File: config.mk
export PLATFORM = sky130hd
export DESIGN_NAME = atm_session_controller_flat
export DESIGN_NICKNAME = d
export VERILOG_FILES = /design/src/rtl/atm_session_controller_if.sv /design/src/rtl/atm_session_controller.sv /design/src/flat_wrapper.sv
export SDC_FILE = /design/constraint.sdc
export NUM_CORES = 1
export LEC_CHECK = 0
export BUFFER_PORTS_ARGS = -buffer_cell sky130_fd_sc_hd__buf_4
export CAP_MARGIN = 10
export CORE_MARGIN = 3
export CORE_UTILIZATION = 46
export DETAILED_ROUTE_END_ITERATION = 8
export PLACE_DENSITY = 0.75
export SYNTH_ARGS = -nofsm -noshare
export SYNTH_HDL_FRONTEND = slang
export SYNTH_SLANG_ARGS = --single-unit
export TNS_END_PERCENT = 1
File: constraint.sdc
create_clock -name clk -period 21.8 [get_ports clk]
set_input_delay 4.36 -clock clk [delete_from_list [all_inputs] [get_ports clk]]
set_output_delay 4.36 -clock clk [all_outputs]
set_load 0.02 [all_outputs]
File: src/rtl/atm_session_controller_if.sv
// ----------------------------------------------------------------------------
// atm_session_controller_if
//   Bundles the user-facing signals of the ATM session controller.
//   master : card reader / keypad side (drives card, PIN, menu and keys)
//   slave  : controller side (drives displays, pulses, lockout and busy)
//   Inputs : card_in, acc_id, pin/pin_valid, opcode/op_valid,
//            amount/amount_valid, dest_acc/dest_valid, confirm, cancel
//   Outputs: balance_out/balance_valid, op_done, op_error/err_code,
//            print_receipt, card_eject, card_retained, locked[N_ACC], busy
// ----------------------------------------------------------------------------
interface atm_session_controller_if #(
   parameter int unsigned N_ACC = 4,
   parameter int unsigned ACC_W = 2,
   parameter int unsigned BAL_W = 32,
   parameter int unsigned PIN_W = 14
);
   logic              card_in;
   logic [ACC_W-1:0]  acc_id;
   logic [PIN_W-1:0]  pin;
   logic              pin_valid;
   logic [2:0]        opcode;
   logic              op_valid;
   logic [BAL_W-1:0]  amount;
   logic              amount_valid;
   logic [ACC_W-1:0]  dest_acc;
   logic              dest_valid;
   logic              confirm;
   logic              cancel;
   logic [BAL_W-1:0]  balance_out;
   logic              balance_valid;
   logic              op_done;
   logic              op_error;
   logic [2:0]        err_code;
   logic              print_receipt;
   logic              card_eject;
   logic              card_retained;
   logic [N_ACC-1:0]  locked;
   logic              busy;

   modport master (
      output card_in, acc_id, pin, pin_valid, opcode, op_valid,
             amount, amount_valid, dest_acc, dest_valid, confirm, cancel,
      input  balance_out, balance_valid, op_done, op_error, err_code,
             print_receipt, card_eject, card_retained, locked, busy
   );

   modport slave (
      input  card_in, acc_id, pin, pin_valid, opcode, op_valid,
             amount, amount_valid, dest_acc, dest_valid, confirm, cancel,
      output balance_out, balance_valid, op_done, op_error, err_code,
             print_receipt, card_eject, card_retained, locked, busy
   );
endinterface

File: src/rtl/atm_session_controller.sv
// ----------------------------------------------------------------------------
// atm_session_controller
//   Session FSM for an ATM with an internal account table (balance, PIN,
//   lockout flag per account). Handles card insertion, PIN check with
//   lockout, balance query, withdraw, deposit, transfer, PIN change,
//   receipts and an inactivity timeout.
//   clk   : clock
//   reset : asynchronous, active-high
//   bus   : atm_session_controller_if.slave (all user inputs / outputs)
//   All pulse outputs are registered and last one cycle; err_code holds the
//   code of the most recent op_error.
// ----------------------------------------------------------------------------
module atm_session_controller #(
   parameter int unsigned      N_ACC     = 4,
   parameter int unsigned      ACC_W     = 2,
   parameter int unsigned      BAL_W     = 32,
   parameter int unsigned      PIN_W     = 14,
   parameter int unsigned      MAX_TRIES = 3,
   parameter int unsigned      TIMEOUT   = 1000,
   parameter logic [BAL_W-1:0] INIT_BAL  = 100000,
   parameter logic [PIN_W-1:0] INIT_PIN  = 8030
) (
   input logic                     clk,
   input logic                     reset,
   atm_session_controller_if.slave bus
);
   localparam int unsigned CNT_W = $clog2(TIMEOUT + 1);
   localparam int unsigned TRY_W = $clog2(MAX_TRIES + 1);

   typedef enum logic [3:0] {
      S_IDLE, S_PIN, S_MENU, S_GET_DEST, S_GET_AMT,
      S_CONFIRM, S_EXEC, S_RECEIPT, S_NEWPIN, S_EJECT
   } state_e;

   typedef enum logic [2:0] {
      ERR_NONE, ERR_BAD_PIN, ERR_LOCKED, ERR_INSUFF,
      ERR_OVERFLOW, ERR_BAD_DEST, ERR_BAD_OP, ERR_TIMEOUT
   } err_e;

   typedef enum logic [2:0] {
      OP_EJECT, OP_BALANCE, OP_WITHDRAW, OP_DEPOSIT,
      OP_TRANSFER, OP_NEWPIN, OP_RSVD6, OP_RSVD7
   } op_e;

   state_e            state_q, state_d;
   op_e               opc_q, opc_d;
   err_e              err_code_q, err_code_d, err_c;
   logic [ACC_W-1:0]  acc_q, acc_d, dest_q, dest_d;
   logic [BAL_W-1:0]  amt_q, amt_d, bal_out_q, bal_out_d;
   logic [TRY_W-1:0]  tries_q, tries_d;
   logic [CNT_W-1:0]  idle_q, idle_d;
   logic [BAL_W-1:0]  bal_q [N_ACC];
   logic [BAL_W-1:0]  bal_d [N_ACC];
   logic [PIN_W-1:0]  pin_q [N_ACC];
   logic [PIN_W-1:0]  pin_d [N_ACC];
   logic [N_ACC-1:0]  locked_q, locked_d;
   logic              bal_valid_q, bal_valid_d, op_done_q, op_done_d;
   logic              op_error_q, op_error_d, receipt_q, receipt_d;
   logic              eject_q, eject_d, retained_q, retained_d;
   logic              strobe, in_session;
   logic [BAL_W:0]    src_plus, dst_plus;

   assign strobe     = bus.pin_valid | bus.op_valid | bus.dest_valid |
                       bus.amount_valid | bus.confirm | bus.cancel;
   assign in_session = (state_q != S_IDLE) && (state_q != S_EJECT);
   // One extra bit exposes overflow past 2**BAL_W-1.
   assign src_plus   = {1'b0, bal_q[acc_q]}  + {1'b0, bus.amount};
   assign dst_plus   = {1'b0, bal_q[dest_q]} + {1'b0, bus.amount};

   always_comb begin
      state_d     = state_q;
      opc_d       = opc_q;
      acc_d       = acc_q;
      dest_d      = dest_q;
      amt_d       = amt_q;
      tries_d     = tries_q;
      idle_d      = '0;
      bal_d       = bal_q;
      pin_d       = pin_q;
      locked_d    = locked_q;
      bal_out_d   = bal_out_q;
      err_code_d  = err_code_q;
      err_c       = ERR_NONE;
      bal_valid_d = 1'b0;
      op_done_d   = 1'b0;
      receipt_d   = 1'b0;
      retained_d  = 1'b0;

      if (in_session) idle_d = strobe ? '0 : idle_q + CNT_W'(1);

      // Card pull beats timeout, which beats any state-specific action.
      if (in_session && !bus.card_in) begin
         state_d = S_IDLE;
      end else if (in_session && !strobe && (int'(idle_q) + 1) >= int'(TIMEOUT)) begin
         err_c   = ERR_TIMEOUT;
         state_d = S_EJECT;
      end else begin
         case (state_q)
            S_IDLE: if (bus.card_in) begin
               acc_d = bus.acc_id;
               if (int'(bus.acc_id) >= int'(N_ACC)) begin
                  err_c = ERR_BAD_DEST; state_d = S_EJECT;
               end else if (locked_q[bus.acc_id]) begin
                  err_c = ERR_LOCKED;   state_d = S_EJECT;
               end else begin
                  tries_d = '0;         state_d = S_PIN;
               end
            end
            S_PIN: if (bus.cancel) begin
               state_d = S_EJECT;
            end else if (bus.pin_valid) begin
               if (bus.pin == pin_q[acc_q]) begin
                  state_d = S_MENU;
               end else begin
                  err_c   = ERR_BAD_PIN;
                  tries_d = tries_q + TRY_W'(1);
                  if ((int'(tries_q) + 1) >= int'(MAX_TRIES)) begin
                     locked_d[acc_q] = 1'b1;
                     retained_d      = 1'b1;
                     state_d         = S_IDLE;
                  end
               end
            end
            S_MENU: if (bus.cancel) begin
               state_d = S_EJECT;
            end else if (bus.op_valid) begin
               opc_d = op_e'(bus.opcode);
               case (op_e'(bus.opcode))
                  OP_EJECT:    state_d = S_EJECT;
                  OP_BALANCE: begin
                     bal_out_d   = bal_q[acc_q];
                     bal_valid_d = 1'b1;
                     state_d     = S_RECEIPT;
                  end
                  OP_WITHDRAW,
                  OP_DEPOSIT:  state_d = S_GET_AMT;
                  OP_TRANSFER: state_d = S_GET_DEST;
                  OP_NEWPIN:   state_d = S_NEWPIN;
                  default:     err_c   = ERR_BAD_OP;
               endcase
            end
            S_GET_DEST: if (bus.cancel) begin
               state_d = S_MENU;
            end else if (bus.dest_valid) begin
               if (bus.dest_acc == acc_q || int'(bus.dest_acc) >= int'(N_ACC)) begin
                  err_c = ERR_BAD_DEST; state_d = S_MENU;
               end else begin
                  dest_d = bus.dest_acc; state_d = S_GET_AMT;
               end
            end
            S_GET_AMT: if (bus.cancel) begin
               state_d = S_MENU;
            end else if (bus.amount_valid) begin
               if (bus.amount == '0) begin
                  err_c = ERR_BAD_OP;
               end else if (opc_q != OP_DEPOSIT && bus.amount > bal_q[acc_q]) begin
                  err_c = ERR_INSUFF;   state_d = S_MENU;
               end else if ((opc_q == OP_DEPOSIT && src_plus[BAL_W]) ||
                            (opc_q == OP_TRANSFER && dst_plus[BAL_W])) begin
                  err_c = ERR_OVERFLOW; state_d = S_MENU;
               end else begin
                  amt_d = bus.amount;   state_d = S_CONFIRM;
               end
            end
            S_CONFIRM: if (bus.cancel) begin
               state_d = S_MENU;
            end else if (bus.confirm) begin
               state_d = S_EXEC;
            end
            S_EXEC: begin
               case (opc_q)
                  OP_WITHDRAW: bal_d[acc_q] = bal_q[acc_q] - amt_q;
                  OP_DEPOSIT:  bal_d[acc_q] = bal_q[acc_q] + amt_q;
                  OP_TRANSFER: begin
                     bal_d[acc_q]  = bal_q[acc_q]  - amt_q;
                     bal_d[dest_q] = bal_q[dest_q] + amt_q;
                  end
                  default: ;
               endcase
               op_done_d = 1'b1;
               state_d   = S_RECEIPT;
            end
            S_RECEIPT: if (bus.cancel) begin
               state_d = S_MENU;
            end else if (bus.confirm) begin
               receipt_d = 1'b1; state_d = S_MENU;
            end
            S_NEWPIN: if (bus.cancel) begin
               state_d = S_MENU;
            end else if (bus.pin_valid) begin
               pin_d[acc_q] = bus.pin;
               op_done_d    = 1'b1;
               state_d      = S_MENU;
            end
            S_EJECT: if (!bus.card_in) state_d = S_IDLE;
            default: state_d = S_IDLE;
         endcase
      end

      op_error_d = (err_c != ERR_NONE);
      if (err_c != ERR_NONE) err_code_d = err_c;
      eject_d = (state_d == S_EJECT) && (state_q != S_EJECT);
   end

   always_ff @(posedge clk or posedge reset) begin
      if (reset) begin
         state_q     <= S_IDLE;
         opc_q       <= OP_EJECT;
         err_code_q  <= ERR_NONE;
         acc_q       <= '0;
         dest_q      <= '0;
         amt_q       <= '0;
         tries_q     <= '0;
         idle_q      <= '0;
         locked_q    <= '0;
         bal_out_q   <= '0;
         bal_valid_q <= 1'b0;
         op_done_q   <= 1'b0;
         op_error_q  <= 1'b0;
         receipt_q   <= 1'b0;
         eject_q     <= 1'b0;
         retained_q  <= 1'b0;
         for (int unsigned i = 0; i < N_ACC; i++) begin
            bal_q[i] <= INIT_BAL;
            pin_q[i] <= INIT_PIN;
         end
      end else begin
         state_q     <= state_d;
         opc_q       <= opc_d;
         err_code_q  <= err_code_d;
         acc_q       <= acc_d;
         dest_q      <= dest_d;
         amt_q       <= amt_d;
         tries_q     <= tries_d;
         idle_q      <= idle_d;
         locked_q    <= locked_d;
         bal_out_q   <= bal_out_d;
         bal_valid_q <= bal_valid_d;
         op_done_q   <= op_done_d;
         op_error_q  <= op_error_d;
         receipt_q   <= receipt_d;
         eject_q     <= eject_d;
         retained_q  <= retained_d;
         bal_q       <= bal_d;
         pin_q       <= pin_d;
      end
   end

   assign bus.balance_out   = bal_out_q;
   assign bus.balance_valid = bal_valid_q;
   assign bus.op_done       = op_done_q;
   assign bus.op_error      = op_error_q;
   assign bus.err_code      = err_code_q;
   assign bus.print_receipt = receipt_q;
   assign bus.card_eject    = eject_q;
   assign bus.card_retained = retained_q;
   assign bus.locked        = locked_q;
   assign bus.busy          = (state_q != S_IDLE);
endmodule

File: src/flat_wrapper.sv
// flat-port wrapper written by rule: the top's interface ports become plain ports
module atm_session_controller_flat 
#(
   parameter int unsigned      N_ACC     = 4,
   parameter int unsigned      ACC_W     = 2,
   parameter int unsigned      BAL_W     = 32,
   parameter int unsigned      PIN_W     = 14,
   parameter int unsigned      MAX_TRIES = 3,
   parameter int unsigned      TIMEOUT   = 1000,
   parameter logic [BAL_W-1:0] INIT_BAL  = 100000,
   parameter logic [PIN_W-1:0] INIT_PIN  = 8030
)
  (clk, reset, bus_card_in, bus_acc_id, bus_pin, bus_pin_valid, bus_opcode, bus_op_valid, bus_amount, bus_amount_valid, bus_dest_acc, bus_dest_valid, bus_confirm, bus_cancel, bus_balance_out, bus_balance_valid, bus_op_done, bus_op_error, bus_err_code, bus_print_receipt, bus_card_eject, bus_card_retained, bus_locked, bus_busy);
  atm_session_controller_if #(.N_ACC(N_ACC), .ACC_W(ACC_W), .BAL_W(BAL_W), .PIN_W(PIN_W)) bus_i ();
  input logic clk;
  input logic reset;
  input wire logic [$bits(bus_i.card_in)-1:0] bus_card_in;
  input wire logic [$bits(bus_i.acc_id)-1:0] bus_acc_id;
  input wire logic [$bits(bus_i.pin)-1:0] bus_pin;
  input wire logic [$bits(bus_i.pin_valid)-1:0] bus_pin_valid;
  input wire logic [$bits(bus_i.opcode)-1:0] bus_opcode;
  input wire logic [$bits(bus_i.op_valid)-1:0] bus_op_valid;
  input wire logic [$bits(bus_i.amount)-1:0] bus_amount;
  input wire logic [$bits(bus_i.amount_valid)-1:0] bus_amount_valid;
  input wire logic [$bits(bus_i.dest_acc)-1:0] bus_dest_acc;
  input wire logic [$bits(bus_i.dest_valid)-1:0] bus_dest_valid;
  input wire logic [$bits(bus_i.confirm)-1:0] bus_confirm;
  input wire logic [$bits(bus_i.cancel)-1:0] bus_cancel;
  output wire logic [$bits(bus_i.balance_out)-1:0] bus_balance_out;
  output wire logic [$bits(bus_i.balance_valid)-1:0] bus_balance_valid;
  output wire logic [$bits(bus_i.op_done)-1:0] bus_op_done;
  output wire logic [$bits(bus_i.op_error)-1:0] bus_op_error;
  output wire logic [$bits(bus_i.err_code)-1:0] bus_err_code;
  output wire logic [$bits(bus_i.print_receipt)-1:0] bus_print_receipt;
  output wire logic [$bits(bus_i.card_eject)-1:0] bus_card_eject;
  output wire logic [$bits(bus_i.card_retained)-1:0] bus_card_retained;
  output wire logic [$bits(bus_i.locked)-1:0] bus_locked;
  output wire logic [$bits(bus_i.busy)-1:0] bus_busy;
  assign bus_i.card_in = bus_card_in;
  assign bus_i.acc_id = bus_acc_id;
  assign bus_i.pin = bus_pin;
  assign bus_i.pin_valid = bus_pin_valid;
  assign bus_i.opcode = bus_opcode;
  assign bus_i.op_valid = bus_op_valid;
  assign bus_i.amount = bus_amount;
  assign bus_i.amount_valid = bus_amount_valid;
  assign bus_i.dest_acc = bus_dest_acc;
  assign bus_i.dest_valid = bus_dest_valid;
  assign bus_i.confirm = bus_confirm;
  assign bus_i.cancel = bus_cancel;
  assign bus_balance_out = bus_i.balance_out;
  assign bus_balance_valid = bus_i.balance_valid;
  assign bus_op_done = bus_i.op_done;
  assign bus_op_error = bus_i.op_error;
  assign bus_err_code = bus_i.err_code;
  assign bus_print_receipt = bus_i.print_receipt;
  assign bus_card_eject = bus_i.card_eject;
  assign bus_card_retained = bus_i.card_retained;
  assign bus_locked = bus_i.locked;
  assign bus_busy = bus_i.busy;
  atm_session_controller #(.N_ACC(N_ACC), .ACC_W(ACC_W), .BAL_W(BAL_W), .PIN_W(PIN_W), .MAX_TRIES(MAX_TRIES), .TIMEOUT(TIMEOUT), .INIT_BAL(INIT_BAL), .INIT_PIN(INIT_PIN)) u_core (.clk(clk), .reset(reset), .bus(bus_i));
endmodule
==> results.cfg <==
[yosys]
yosysTopAreaCell = dfrtp_1
yosysMostFrequentCell = dfrtp_1
syn_area_sq_mm = 0.0229
synth_top_cell_area_share = 0.241
ys.flop_type = dfrtp_1
yosysSeqAreaShare = 0.314
ys_top_cells_by_area = dfrtp_1 24%, ha_1 11%, mux4_2 7.8%
async_flop_share = 1.00
synth_edf_count = 0
avgSynthCellArea_sq_um = 9.38
synth-seq-cells = 284
synthTopCellsByCount = 220 x dfrtp_1, 213 x a21oi_1, 202 x nand2_1
syn_inst = 2440
yosysWarnings = 0
syn_nets = 2701
synth_cell_types = 100

[clocking]
ctsResizeCount = 0
numCtsBuffers = 37
clkLatencyLatePin_ps = 580
clk_pin_slew_worst_paths_ps = 60
cts_setup_buffers = 0
cts_max_level = 2
tritoncts = yes
root_buffer = clkbuf_16
clock-sinks = 284
clock_path_buffers = 3
ctsHoldBuffers = 0

[power]
irDropWorstVdd_mv = 0.0783
fin_total_pwr_mw = 2.91
cellPowerDensity_mw_per_mm2 = 114
p_leak_nw = 11.0

[floorplanning]
core_sq_mm = 0.0491
fp.dieArea_sq_mm = 0.0525
rows = 81
start_util = 0.467
io_pins = 108
die_h_microns = 229
dieWidth_microns = 229

[timing]
worstMarginPinSlew_ps = 1250
holdWs_ps = 485
report.final.slew_viol_count = 0
max_freq_mhz = 125
tns_ps = 0
fin_skew_ps = 13.9
period_needed_ps = 8030
period_share = 0.368
rsz0062_at_grt = false
relSlewSlack = 0.156
finalHoldViolations = 0
setup_violations = 0

[routing]
wl_met2_microns = 36700
wl_per_cell_microns = 26.1
wl_met1_microns = 32000
drcViolationCount = 0
via_per_inst = 6.64
dr.pass1.iters = 9
vias = 21000
met3_length_microns = 9420
wl_microns = 82700
ant_nets = 0
highest_layer = met4
drt-initial-drc-count = 2784

[global_routing]
grt_pass1_wl_microns = 125000
grt_usage = 0.307
overflow = 0
grt_max_degree = 153
grt_pass1_vias = 20400
grt_antenna_before_repair = 0

[layout]
drive_gt1_frac = 0.196
num-nets-final = 2739
area_growth_pct = 10.9
fillers = 4457
diodes = 0
multi_input_area_sq_mm = 0.0147
area.sequential_sq_mm = 0.00719
fin_area_sq_mm = 0.0254

[worst_setup_path]
cp-end-kind = flip-flop
cp_max_fo = 17
cp.required_ps = 22260
ff2ff_path_depth = 13
arrival_ps = 8490
reg2reg_to = u_core.amt_q[29]$_DFFE_PP0P_
critPathKind = in -> reg
cp-start-kind = input port
rr_startpoint = u_core.acc_q[0]$_DFFE_PP0P_
r2r_setup_slack_ps = 15990

[placed_design]
place.gp.congestion = 1.01
numPortBuffers = 107
dp_hpwl_microns = 59500
placed_area_sq_mm = 0.0242

[run]
maxCapViolCount = 0

[hold_path]
whs_path_depth = 1
holdPathEnd = u_core.bus.balance_out[19]$_DFFE_PP0P_
worstHoldStart = u_core.bus.balance_out[19]$_DFFE_PP0P_
hp-class = reg -> reg

[outcome]
status = finished clean
[worst max-delay path by stage]
stage / endpoint / cells past startpoint / start / slack [ps]
final: u_core.amt_q[26]$_DFFE_PP0P_ / 12 / bus_amount[3] / 13770
after CTS: u_core.amt_q[19]$_DFFE_PP0P_ / 12 / bus_amount[3] / 14080
after global routing: u_core.amt_q[23]$_DFFE_PP0P_ / 12 / bus_amount[3] / 13830
after detailed placement: u_core.amt_q[28]$_DFFE_PP0P_ / 12 / bus_amount[3] / 13510
after global placement: u_core.amt_q[31]$_DFFE_PP0P_ / 12 / bus_amount[3] / 13640
after floorplan: u_core.acc_q[0]$_DFFE_PP0P_ / 1 / reset / 9710
[state kept, by name, summed over array words and instances, names as in the netlist, 2 cells and up]
register and count:
u_core.amt_q 32, u_core.bal_q 128, u_core.acc_q 2, u_core.bus.err_code 3, u_core.pin_q 56, u_core.state_q 4, u_core.bus.balance_out 32, u_core.opc_q 3
u_core.idle_q 10, u_core.bus.locked 4, u_core.tries_q 2, u_core.dest_q 2
[routing by layer]
metal	track usage	vias up
li1	-	9184
met1	0.394	10300
met2	0.476	1219
met3	0.0889	305
met4	0.148	0
met5	0	-
[worst max-delay path, cell delays in order]
cell	delay, ps
buf_4	140
ha_1	290
a2111oi_0	560
o21ai_1	190
a221o_1	440
a221o_1	340
o21ai_0	280
nand3_1	290
nor3_2	270
nand2_2	490
buf_4	460
mux2_4	330
[layout make-up]
cell class | count | share of cell area
multi-input combinational | 1900 | 0.578
sequential | 284 | 0.283
clock buffer | 51 | 0.0422
timing repair buffer | 127 | 0.0381
tap | 664 | 0.0327
inverter | 128 | 0.0192
clock inverter | 16 | 0.00601
[placed cells by master (no fill, tap or decap), types with 20 or more instances in the layout]
master,synthesis,routed
a22oi_1,39,39
o22ai_1,32,32
a21o_1,29,29
mux2_1,28,28
nor3_1,39,38
ha_1,196,196
o21ai_0,166,166
a221oi_1,20,20
mux2_2,69,69
xor2_1,30,30
a21oi_1,213,213
dfstp_2,64,64
mux4_2,79,79
nand2_1,202,201
clkbuf_16,0,40
nor2_1,189,189
dfrtp_1,220,216
xnor2_1,68,68
o221ai_1,30,30
mux2_4,30,30
a31oi_1,20,20
nand3_1,41,41
nor4_1,30,30
o31ai_1,24,24
buf_4,3,126
inv_1,124,123
[through the flow]
stage | setup slack (ps) | util | std cells
floorplan | 9710 | - | 2440
CTS | 14080 | 0.517 | 3170
global placement | 13640 | 0.493 | 3103
global route | 13830 | 0.517 | 3170
detailed placement | 13510 | 0.493 | 3103
finish | 13770 | 0.517 | 3170
[where the power goes]
part | internal (mW) | switching, mW | total, mW
combinational | 0.547 | 1.03 | 1.57
sequential | 0.614 | 0.0918 | 0.706
clock | 0.361 | 0.263 | 0.624
total | 1.52 | 1.38 | 2.91
[cell families (layout without fill, tap and decap cells)]
| kind of cell | after synthesis | after routing | share of synthesized area |
|---|---|---|---|
| AOI/OAI and AO/OA | 752 | 752 | 0.214 |
| xor gates and xnor gates | 98 | 98 | 0.0375 |
| adders and majority gates | 199 | 199 | 0.110 |
| buffers and inverters | 256 | 322 | 0.0466 |
| DFF | 284 | 284 | 0.314 |
| muxes | 210 | 210 | 0.147 |
| and+or+nand+nor | 641 | 641 | 0.131 |
Power figures use the tool's default switching activity.
